[src/rtl/pc_pkg.sv]
// rtl/pc_pkg.sv - shared next-PC mode encoding and instruction constants
// Purpose: mode codes seen on the Mode bus, instruction size, alignment helper.
// Ports: none (package).
package pc_pkg;

  localparam int INSN_BYTES = 4;
  localparam int INSN_SHIFT = 2;  // word offset -> byte offset

  typedef enum logic [2:0] {
    MODE_SEQ  = 3'd0,
    MODE_CBZ  = 3'd1,
    MODE_CBNZ = 3'd2,
    MODE_B    = 3'd3,
    MODE_BL   = 3'd4,
    MODE_BR   = 3'd5,
    MODE_RET  = 3'd6
  } mode_e;

  function automatic logic word_aligned(input logic [1:0] lsbs);
    return (lsbs == 2'b00);
  endfunction

endpackage

[src/rtl/pc_sequencer_if.sv]
// rtl/pc_sequencer_if.sv - control/status bundle between decoder and PC sequencer
// Purpose: groups the per-cycle next-PC controls and the sequencer outputs.
// Ports (signals):
//   Stall, Mode, SignExt, RegTarget, ALUZero  : driven by master
//   PC, PCPlus4, Fault, RasMismatch, RasCount : driven by slave (sequencer)
interface pc_sequencer_if #(
  parameter int ADDR_W = 64,
  parameter int CNT_W  = 4
);

  logic              Stall;
  logic [2:0]        Mode;
  logic [ADDR_W-1:0] SignExt;
  logic [ADDR_W-1:0] RegTarget;
  logic              ALUZero;
  logic [ADDR_W-1:0] PC;
  logic [ADDR_W-1:0] PCPlus4;
  logic              Fault;
  logic              RasMismatch;
  logic [CNT_W-1:0]  RasCount;

  modport master (
    output Stall, Mode, SignExt, RegTarget, ALUZero,
    input  PC, PCPlus4, Fault, RasMismatch, RasCount
  );

  modport slave (
    input  Stall, Mode, SignExt, RegTarget, ALUZero,
    output PC, PCPlus4, Fault, RasMismatch, RasCount
  );

endinterface

[src/rtl/pc_ras.sv]
// rtl/pc_ras.sv - circular return-address stack with overwrite-on-full
// Purpose: LIFO of return addresses; a push when full silently replaces the
//          oldest entry and the count saturates at DEPTH.
// Ports:
//   Clk     : clock, state updates on falling edge
//   Rst     : synchronous active-low reset (pointer and count only)
//   i_push  : push i_data
//   i_pop   : pop top entry (ignored when empty)
//   i_data  : value to push
//   o_top   : current top entry (stale when o_empty)
//   o_count : number of valid entries
//   o_empty : no valid entries
module pc_ras #(
  parameter int W     = 64,
  parameter int DEPTH = 8,
  localparam int PTR_W = $clog2(DEPTH),
  localparam int CNT_W = PTR_W + 1
) (
  input  logic             Clk,
  input  logic             Rst,
  input  logic             i_push,
  input  logic             i_pop,
  input  logic [W-1:0]     i_data,
  output logic [W-1:0]     o_top,
  output logic [CNT_W-1:0] o_count,
  output logic             o_empty
);

  logic [W-1:0]     r_mem [DEPTH];
  logic [PTR_W-1:0] r_ptr;    // next slot to write; wraps naturally
  logic [CNT_W-1:0] r_count;
  logic [PTR_W-1:0] w_top_idx;
  logic             w_full;

  assign w_top_idx = r_ptr - 1'b1;
  assign w_full    = (r_count == CNT_W'(DEPTH));
  assign o_top     = r_mem[w_top_idx];
  assign o_count   = r_count;
  assign o_empty   = (r_count == '0);

  // Pointer wraps modulo DEPTH, so a push when full lands on the oldest
  // entry; popping after that still walks back through the newest DEPTH.
  always_ff @(negedge Clk) begin
    if (!Rst) begin
      r_ptr   <= '0;
      r_count <= '0;
    end else if (i_push) begin
      r_ptr <= r_ptr + 1'b1;
      if (!w_full) begin
        r_count <= r_count + 1'b1;
      end
    end else if (i_pop && !o_empty) begin
      r_ptr   <= w_top_idx;
      r_count <= r_count - 1'b1;
    end
  end

  // Contents are not cleared by reset; the count makes stale data invisible.
  always_ff @(negedge Clk) begin
    if (Rst && i_push) begin
      r_mem[r_ptr] <= i_data;
    end
  end

endmodule

[src/rtl/pc_sequencer.sv]
// rtl/pc_sequencer.sv - next-PC selection with return-address prediction
// Purpose: registered PC updated every non-stalled cycle from SEQ / conditional
//          / unconditional / register branches; BL pushes the link value, RET
//          pops and flags a prediction miss; misaligned register targets
//          redirect to FAULT_VECTOR.
// Ports:
//   Clk : clock, all state updates on falling edge
//   Rst : synchronous active-low reset
//   bus : pc_sequencer_if slave (Stall, Mode, SignExt, RegTarget, ALUZero in;
//         PC, PCPlus4, Fault, RasMismatch, RasCount out)
module pc_sequencer #(
  parameter int                ADDR_W       = 64,
  parameter int                RAS_DEPTH    = 8,
  parameter logic [ADDR_W-1:0] RESET_VECTOR = '0,
  parameter logic [ADDR_W-1:0] FAULT_VECTOR = ADDR_W'('h200)
) (
  input logic           Clk,
  input logic           Rst,
  pc_sequencer_if.slave bus
);

  import pc_pkg::*;

  localparam int CNT_W = $clog2(RAS_DEPTH) + 1;

  logic [ADDR_W-1:0] r_pc;
  logic              r_fault;
  logic              r_mismatch;

  logic [ADDR_W-1:0] w_pc_plus4;
  logic [ADDR_W-1:0] w_offset_tgt;
  logic [ADDR_W-1:0] w_next_pc;
  logic              w_reg_aligned;
  logic              w_push;
  logic              w_pop;
  logic              w_fault;
  logic              w_mismatch;
  logic [ADDR_W-1:0] w_ras_top;
  logic [CNT_W-1:0]  w_ras_count;
  logic              w_ras_empty;

  assign w_pc_plus4    = r_pc + ADDR_W'(INSN_BYTES);
  assign w_offset_tgt  = r_pc + (bus.SignExt << INSN_SHIFT);
  assign w_reg_aligned = word_aligned(bus.RegTarget[1:0]);

  always_comb begin
    w_next_pc  = w_pc_plus4;
    w_push     = 1'b0;
    w_pop      = 1'b0;
    w_fault    = 1'b0;
    w_mismatch = 1'b0;
    if (bus.Stall) begin
      w_next_pc = r_pc;
    end else begin
      case (bus.Mode)
        MODE_CBZ: begin
          if (bus.ALUZero) w_next_pc = w_offset_tgt;
        end
        MODE_CBNZ: begin
          if (!bus.ALUZero) w_next_pc = w_offset_tgt;
        end
        MODE_B: begin
          w_next_pc = w_offset_tgt;
        end
        MODE_BL: begin
          w_next_pc = w_offset_tgt;
          w_push    = 1'b1;
        end
        MODE_BR: begin
          if (w_reg_aligned) begin
            w_next_pc = bus.RegTarget;
          end else begin
            w_next_pc = FAULT_VECTOR;
            w_fault   = 1'b1;
          end
        end
        MODE_RET: begin
          // A faulting RET leaves the stack untouched and never reports a miss.
          if (w_reg_aligned) begin
            w_next_pc  = bus.RegTarget;
            w_pop      = 1'b1;
            w_mismatch = w_ras_empty || (w_ras_top != bus.RegTarget);
          end else begin
            w_next_pc = FAULT_VECTOR;
            w_fault   = 1'b1;
          end
        end
        default: begin
          w_next_pc = w_pc_plus4;
        end
      endcase
    end
  end

  always_ff @(negedge Clk) begin
    if (!Rst) begin
      r_pc       <= RESET_VECTOR;
      r_fault    <= 1'b0;
      r_mismatch <= 1'b0;
    end else begin
      r_pc       <= w_next_pc;
      r_fault    <= w_fault;
      r_mismatch <= w_mismatch;
    end
  end

  pc_ras #(
    .W     (ADDR_W),
    .DEPTH (RAS_DEPTH)
  ) u_ras (
    .Clk     (Clk),
    .Rst     (Rst),
    .i_push  (w_push),
    .i_pop   (w_pop),
    .i_data  (w_pc_plus4),
    .o_top   (w_ras_top),
    .o_count (w_ras_count),
    .o_empty (w_ras_empty)
  );

  assign bus.PC          = r_pc;
  assign bus.PCPlus4     = w_pc_plus4;
  assign bus.Fault       = r_fault;
  assign bus.RasMismatch = r_mismatch;
  assign bus.RasCount    = w_ras_count;

endmodule

[src/flat_wrapper.sv]
// flat-port wrapper written by rule: the top's interface ports become plain ports
module pc_sequencer_flat import pc_pkg::*;
#(
  parameter int                ADDR_W       = 64,
  parameter int                RAS_DEPTH    = 8,
  parameter logic [ADDR_W-1:0] RESET_VECTOR = '0,
  parameter logic [ADDR_W-1:0] FAULT_VECTOR = ADDR_W'('h200)
)
  (Clk, Rst, bus_Stall, bus_Mode, bus_SignExt, bus_RegTarget, bus_ALUZero, bus_PC, bus_PCPlus4, bus_Fault, bus_RasMismatch, bus_RasCount);
  pc_sequencer_if #(.ADDR_W(ADDR_W)) bus_i ();
  input logic Clk;
  input logic Rst;
  input wire logic [$bits(bus_i.Stall)-1:0] bus_Stall;
  input wire logic [$bits(bus_i.Mode)-1:0] bus_Mode;
  input wire logic [$bits(bus_i.SignExt)-1:0] bus_SignExt;
  input wire logic [$bits(bus_i.RegTarget)-1:0] bus_RegTarget;
  input wire logic [$bits(bus_i.ALUZero)-1:0] bus_ALUZero;
  output wire logic [$bits(bus_i.PC)-1:0] bus_PC;
  output wire logic [$bits(bus_i.PCPlus4)-1:0] bus_PCPlus4;
  output wire logic [$bits(bus_i.Fault)-1:0] bus_Fault;
  output wire logic [$bits(bus_i.RasMismatch)-1:0] bus_RasMismatch;
  output wire logic [$bits(bus_i.RasCount)-1:0] bus_RasCount;
  assign bus_i.Stall = bus_Stall;
  assign bus_i.Mode = bus_Mode;
  assign bus_i.SignExt = bus_SignExt;
  assign bus_i.RegTarget = bus_RegTarget;
  assign bus_i.ALUZero = bus_ALUZero;
  assign bus_PC = bus_i.PC;
  assign bus_PCPlus4 = bus_i.PCPlus4;
  assign bus_Fault = bus_i.Fault;
  assign bus_RasMismatch = bus_i.RasMismatch;
  assign bus_RasCount = bus_i.RasCount;
  pc_sequencer #(.ADDR_W(ADDR_W), .RAS_DEPTH(RAS_DEPTH), .RESET_VECTOR(RESET_VECTOR), .FAULT_VECTOR(FAULT_VECTOR)) u_core (.Clk(Clk), .Rst(Rst), .bus(bus_i));
endmodule
[config.mk]
export PLATFORM = sky130hd
export DESIGN_NAME = pc_sequencer_flat
export DESIGN_NICKNAME = d
export VERILOG_FILES = /design/src/rtl/pc_pkg.sv /design/src/rtl/pc_sequencer_if.sv /design/src/rtl/pc_ras.sv /design/src/rtl/pc_sequencer.sv /design/src/flat_wrapper.sv
export SDC_FILE = /design/constraint.sdc
export NUM_CORES = 1
export LEC_CHECK = 0
export BUFFER_PORTS_ARGS = -buffer_cell sky130_fd_sc_hd__buf_4
export CAP_MARGIN = 30
export CORE_AREA = 2 2 256 384
export CTS_BUF_LIST = sky130_fd_sc_hd__clkbuf_16
export DETAILED_ROUTE_END_ITERATION = 8
export DIE_AREA = 0 0 258 386
export PLACE_DENSITY = 0.46
export SLEW_MARGIN = 20
export SYNTH_ARGS = -nofsm -noshare
export SYNTH_HDL_FRONTEND = slang
export SYNTH_SLANG_ARGS = --single-unit
export TNS_END_PERCENT = 5
[constraint.sdc]
create_clock -name Clk -period 9 [get_ports Clk]
set_clock_uncertainty 0.05 [all_clocks]
set_input_delay 0.45 -clock Clk [delete_from_list [all_inputs] [get_ports Clk]]
set_output_delay 0.45 -clock Clk [all_outputs]
set_load 0.02 [all_outputs]
### Word-level counts from Yosys, hierarchy flattened

Memory sizes are Yosys's and may differ from the RTL's.
Index checks and enable logic that the tools add are counted.

* word-level logic and storage cells: 54
* output and inout bits: 134
* memories: 1
* register bits: 73
* memory bits (writable): 512
* bits of input ports: 135

Memory list
* u_core.u_ras.r_mem: depth 8, bits a word 64, read ports 1, clocked after memory_dff 0, wr ports 1, RTL line pc_ras.sv:29 `logic [W-1:0] r_mem [DEPTH];`

* $add $sub $neg: 6
* bitwise gates (word level): 4
* muxes and demuxes: 17
* eq/ne operators: 9
* reductions and logical operators: 12

Operator list (number)
* 64-bit case mux with 4 select lines: 1
* 64-bit 2-to-1 mux: 3
* 64-bit by 3-bit adder with 64-bit output (second input constant): 1
* 64-bit adder: 1
* 64-bit inequality test: 1
* 4-bit 2-to-1 mux: 3
* 3-bit == test (second input constant): 3
* 1-bit 2-to-1 mux: 8
* 3-bit by 2-bit == test with 1-bit output (second input constant): 2
* 3-bit 2-to-1 mux: 2
* 4-bit by 1-bit adder with 4-bit output (second input constant): 1
* 4-bit == test (second input constant): 1
* 4-bit zero test: 1
* 1-bit NOT: 4
* 2-bit OR reduction: 2
* 4-bit OR reduction: 1
* 4-bit by 1-bit subtractor with 4-bit output (second input constant): 1
* 3-bit by 1-bit adder with 3-bit output (second input constant): 1
* 3-bit by 1-bit == test with 1-bit output (second input constant): 1
* 3-bit OR reduction: 1
* 3-bit by 1-bit subtractor with 3-bit output (second input constant): 1
* 1-bit logical AND: 2
* 2-bit zero test: 1
* 2-bit inequality test (second input constant): 1
* other kinds (4): 4

### Longest topological paths before layout

* depth after elaboration: 7
* depth in mapped cells: 17

### By module

A second synthesis with hierarchy kept.

* cell total of the unflattened synthesis: 2048
* area, all modules: 28977.8 um2

Modules (own cells, without submodules)
* pc_ras: cells an instance 814, seq. area each 15514.9 um2, area each 20045.5 um2, times used 1
* pc_sequencer: cells an instance 1234, seq. area each 1321.3 um2, area each 8932.3 um2, times used 1

==> flow_summary.yaml <==
yosys:
  yosysSeqAreaShare: 0.587
  ys_seq_elements: 585
  syn_area_um2: 28700
  synthArstFlopShare: 0
  synth-xor-area-share: 0.0500
  synth_nets: 2275
  syn_area_per_cell_um2: 13.8
  synth_top_family_by_area: "multiplexers"
  netlist_instances: 2072
  synth_top_flop_cell: "edfxtp_1"
  synthAdderAreaFrac: 0.0302
  synth_compound_area_frac: 0.103
  synth_edf_count: 512
  ys_types: 87
  yosys-mux-area-fraction: 0.125
  yosys.area_share.simple: 0.0811
  synth_warnings: 0
timing:
  setup_tns_ps: 0
  drv_slew: 0
  tightest_slew_ps: 1050
  rsz0062_at_grt: "no"
  setup_viol: 0
  hold_violations: 0
  max_slew_margin: 0.301
place:
  post-dp-hpwl_um: 80900
  post_dp_cell_area_um2: 32900
  dp.cells: 3617
  globalplace.congestion: 0.958
  port_buffers: 266
job:
  maxCapViolations: 0
critical_path:
  path_depth: 9
  cp_common_cell: "nor4_2"
  crit_buf_inv: 1
  worstPathCellList: "ha_1 > and3_1 > and2b_1 > nand4_2 > nor4_2 > nand2_1 > nor4_2 > xor2_2 > buf_4"
  cp_max_fo: 6
  slowest_delay_ps: 440
  ff2ff_path_depth: 10
  critical_path.endpoint_type: "output port"
  critPathLaunchType: "register"
  r2r_slack_ps: 3880
  cp.arrival_ps: 8380
  slowest_stage: "nor4_2"
  required_ps: 8500
  path_delay_family: "simple AND/OR/NAND/NOR gates"
  criticalPathCategory: "reg2out"
clocking:
  clockBufferDepth: 3
  clock_sinks: 585
  clk_latency_ps: 700
  hold_buffers: 0
  htree_levels: 2
  postCtsSetupRepairBufs: 0
  numCtsBuffers: 57
  root_buffer: "clkbuf_16"
  cts_tree: "done"
  clk_pin_slew_ps: 40
grt:
  top_usage_layer: "met2"
  grtUsageMet2: 0.371
  grtUsageMet3: 0.0527
  grt_pass1_wl_um: 157000
  globalRouteTotalUtil: 0.220
  grt_pass1_vias: 23600
  grt_overflow_total: 0
  grt_antenna_before_repair: 4
  grtUsageMet1: 0.270
  grt_max_degree: 68
final_layout:
  final_common_cell: "inv_1"
  area_growth_pct: 29.1
  stdcell_count: 4309
  final_cell_mix: "inv_1, edfxtp_1, buf_4, a21oi_1, nand2_1"
  multiInputGateArea_um2: 11300
  stdcell_area_um2: 37000
  fillers: 9530
  regArea_um2: 16800
  nNetsFinal: 3190
  layout-drive-gt1-share: 0.216
drt:
  wl_um: 112000
  drt-initial-drc-count: 1966
  post_drt_wl_per_cell_um: 25.9
  routed_via_density: 5.25
  firstDrtPassIters: 5
  drc: 0
  vias: 22600
  antenna_left: 0
die:
  dieArea_um2: 99600
  start_util: 0.297
  die_x_um: 258
  io_pins: 269
  die_height_um: 386
  core_um2: 96500
  rows: 140
worst_hold_path:
  min_path_cells: 2
  min_path_type: "reg2reg"
power:
  peakVddDrop_uv: 135
  leakage_nw: 15.8
  p_per_area_nw_per_um2: 209
  p_total_w: 0.00774
run_status:
  outcome: "completed"
## registers in the layout (all words and copies together) (netlist names)
signal,flops
u_core.bus.RasMismatch,1
u_core.bus.PC,64
u_core.u_ras.o_count,4
u_core.bus.Fault,1
u_core.u_ras.r_ptr,3
u_core.u_ras.r_mem,512
## routing by layer
| metal | up-vias | wire length [µm] |
|---|---|---|
| li1 | 9995 | - |
| met1 | 11600 | 45600 |
| met2 | 884 | 56800 |
| met3 | 131 | 6970 |
| met4 | 8 | 2300 |
| met5 | - | 53 |
## cell type report
class                           count  area share
Timing Repair Buffer              385      0.0822
Inverter                           38     0.00389
Antenna cell                        3    0.000203
Multi-Input combinational cell   1335       0.306
Sequential cell                   585       0.455
Tap cell                         1278      0.0432
Clock inverter                    627      0.0702
Clock buffer                       58      0.0392
## stage by stage
step | setup slack, ps | util | hold slack [ps]
3_3_place_gp | 573 | 0.340 | 477
3_5_place_dp | 527 | 0.340 | 490
2_1_floorplan | -1900 | - | 533
6_report | 118 | 0.383 | 502
4_1_cts | -7.38 | 0.382 | 496
5_1_grt | 1.51 | 0.383 | 523
## where the power goes
group | switching (W) | internal, W | leakage, nW
Combinational | 0.000743 | 0.000426 | 6.45
Clock | 0.00175 | 0.00171 | 4.06
Sequential | 0.0000695 | 0.00304 | 5.27
## worst paths after layout
path | from | endpoint
worst min register to register | u_core.u_ras.o_count[3] | u_core.u_ras.o_count[3]
worst max-delay path | u_core.bus.PC[3] | bus_PCPlus4[58]
worst max register to register | u_core.u_ras.r_ptr[0] | u_core.bus.RasMismatch
worst min-delay path | u_core.u_ras.o_count[3] | u_core.u_ras.o_count[3]
## worst min-delay path: stages, from the launching register on
cell,delay (ps)
dfxtp_1,340
o21ai_0,80
a21boi_0,70
## cells in the mapped netlist (28+ instances only)
cell,instances,area share
edfxtp_1,512,0.54
a21oi_1,141,0.025
nand2_1,134,0.018
mux4_2,128,0.10
o21ai_0,99,0.017
xnor2_1,88,0.027
nor2_1,84,0.011
dfxtp_1,73,0.051
mux2i_1,70,0.024
xor2_1,69,0.021
ha_1,66,0.029
clkbuf_1,61,0.0080
nand3_1,54,0.0094
a221oi_1,51,0.016
inv_1,38,0.0050
a21o_1,37,0.0097
nand4_1,36,0.0079
nor3_1,29,0.0051
buf_2,28,0.0049
## logic make-up (layout without fill, tap and decap cells)
family                     Yosys count  after routing
AOI/OAI and AO/OA                  454            454
xor gates and xnor gates           160            160
adders and majority gates           68             68
buffers and inverters              152           1108
DFF                                585            585
muxes                              198            198
other                                0              3
and+or+nand+nor                    455            455
## what timing repair did
| item | 4_1_cts | 5_1_grt |
|---|---|---|
| pin swaps | 0 | 0 |
| resized for setup | 2 | 6 |
| setup endpoints to repair | 2 | 6 |
Note: power is estimated with default switching activity, not from simulation.
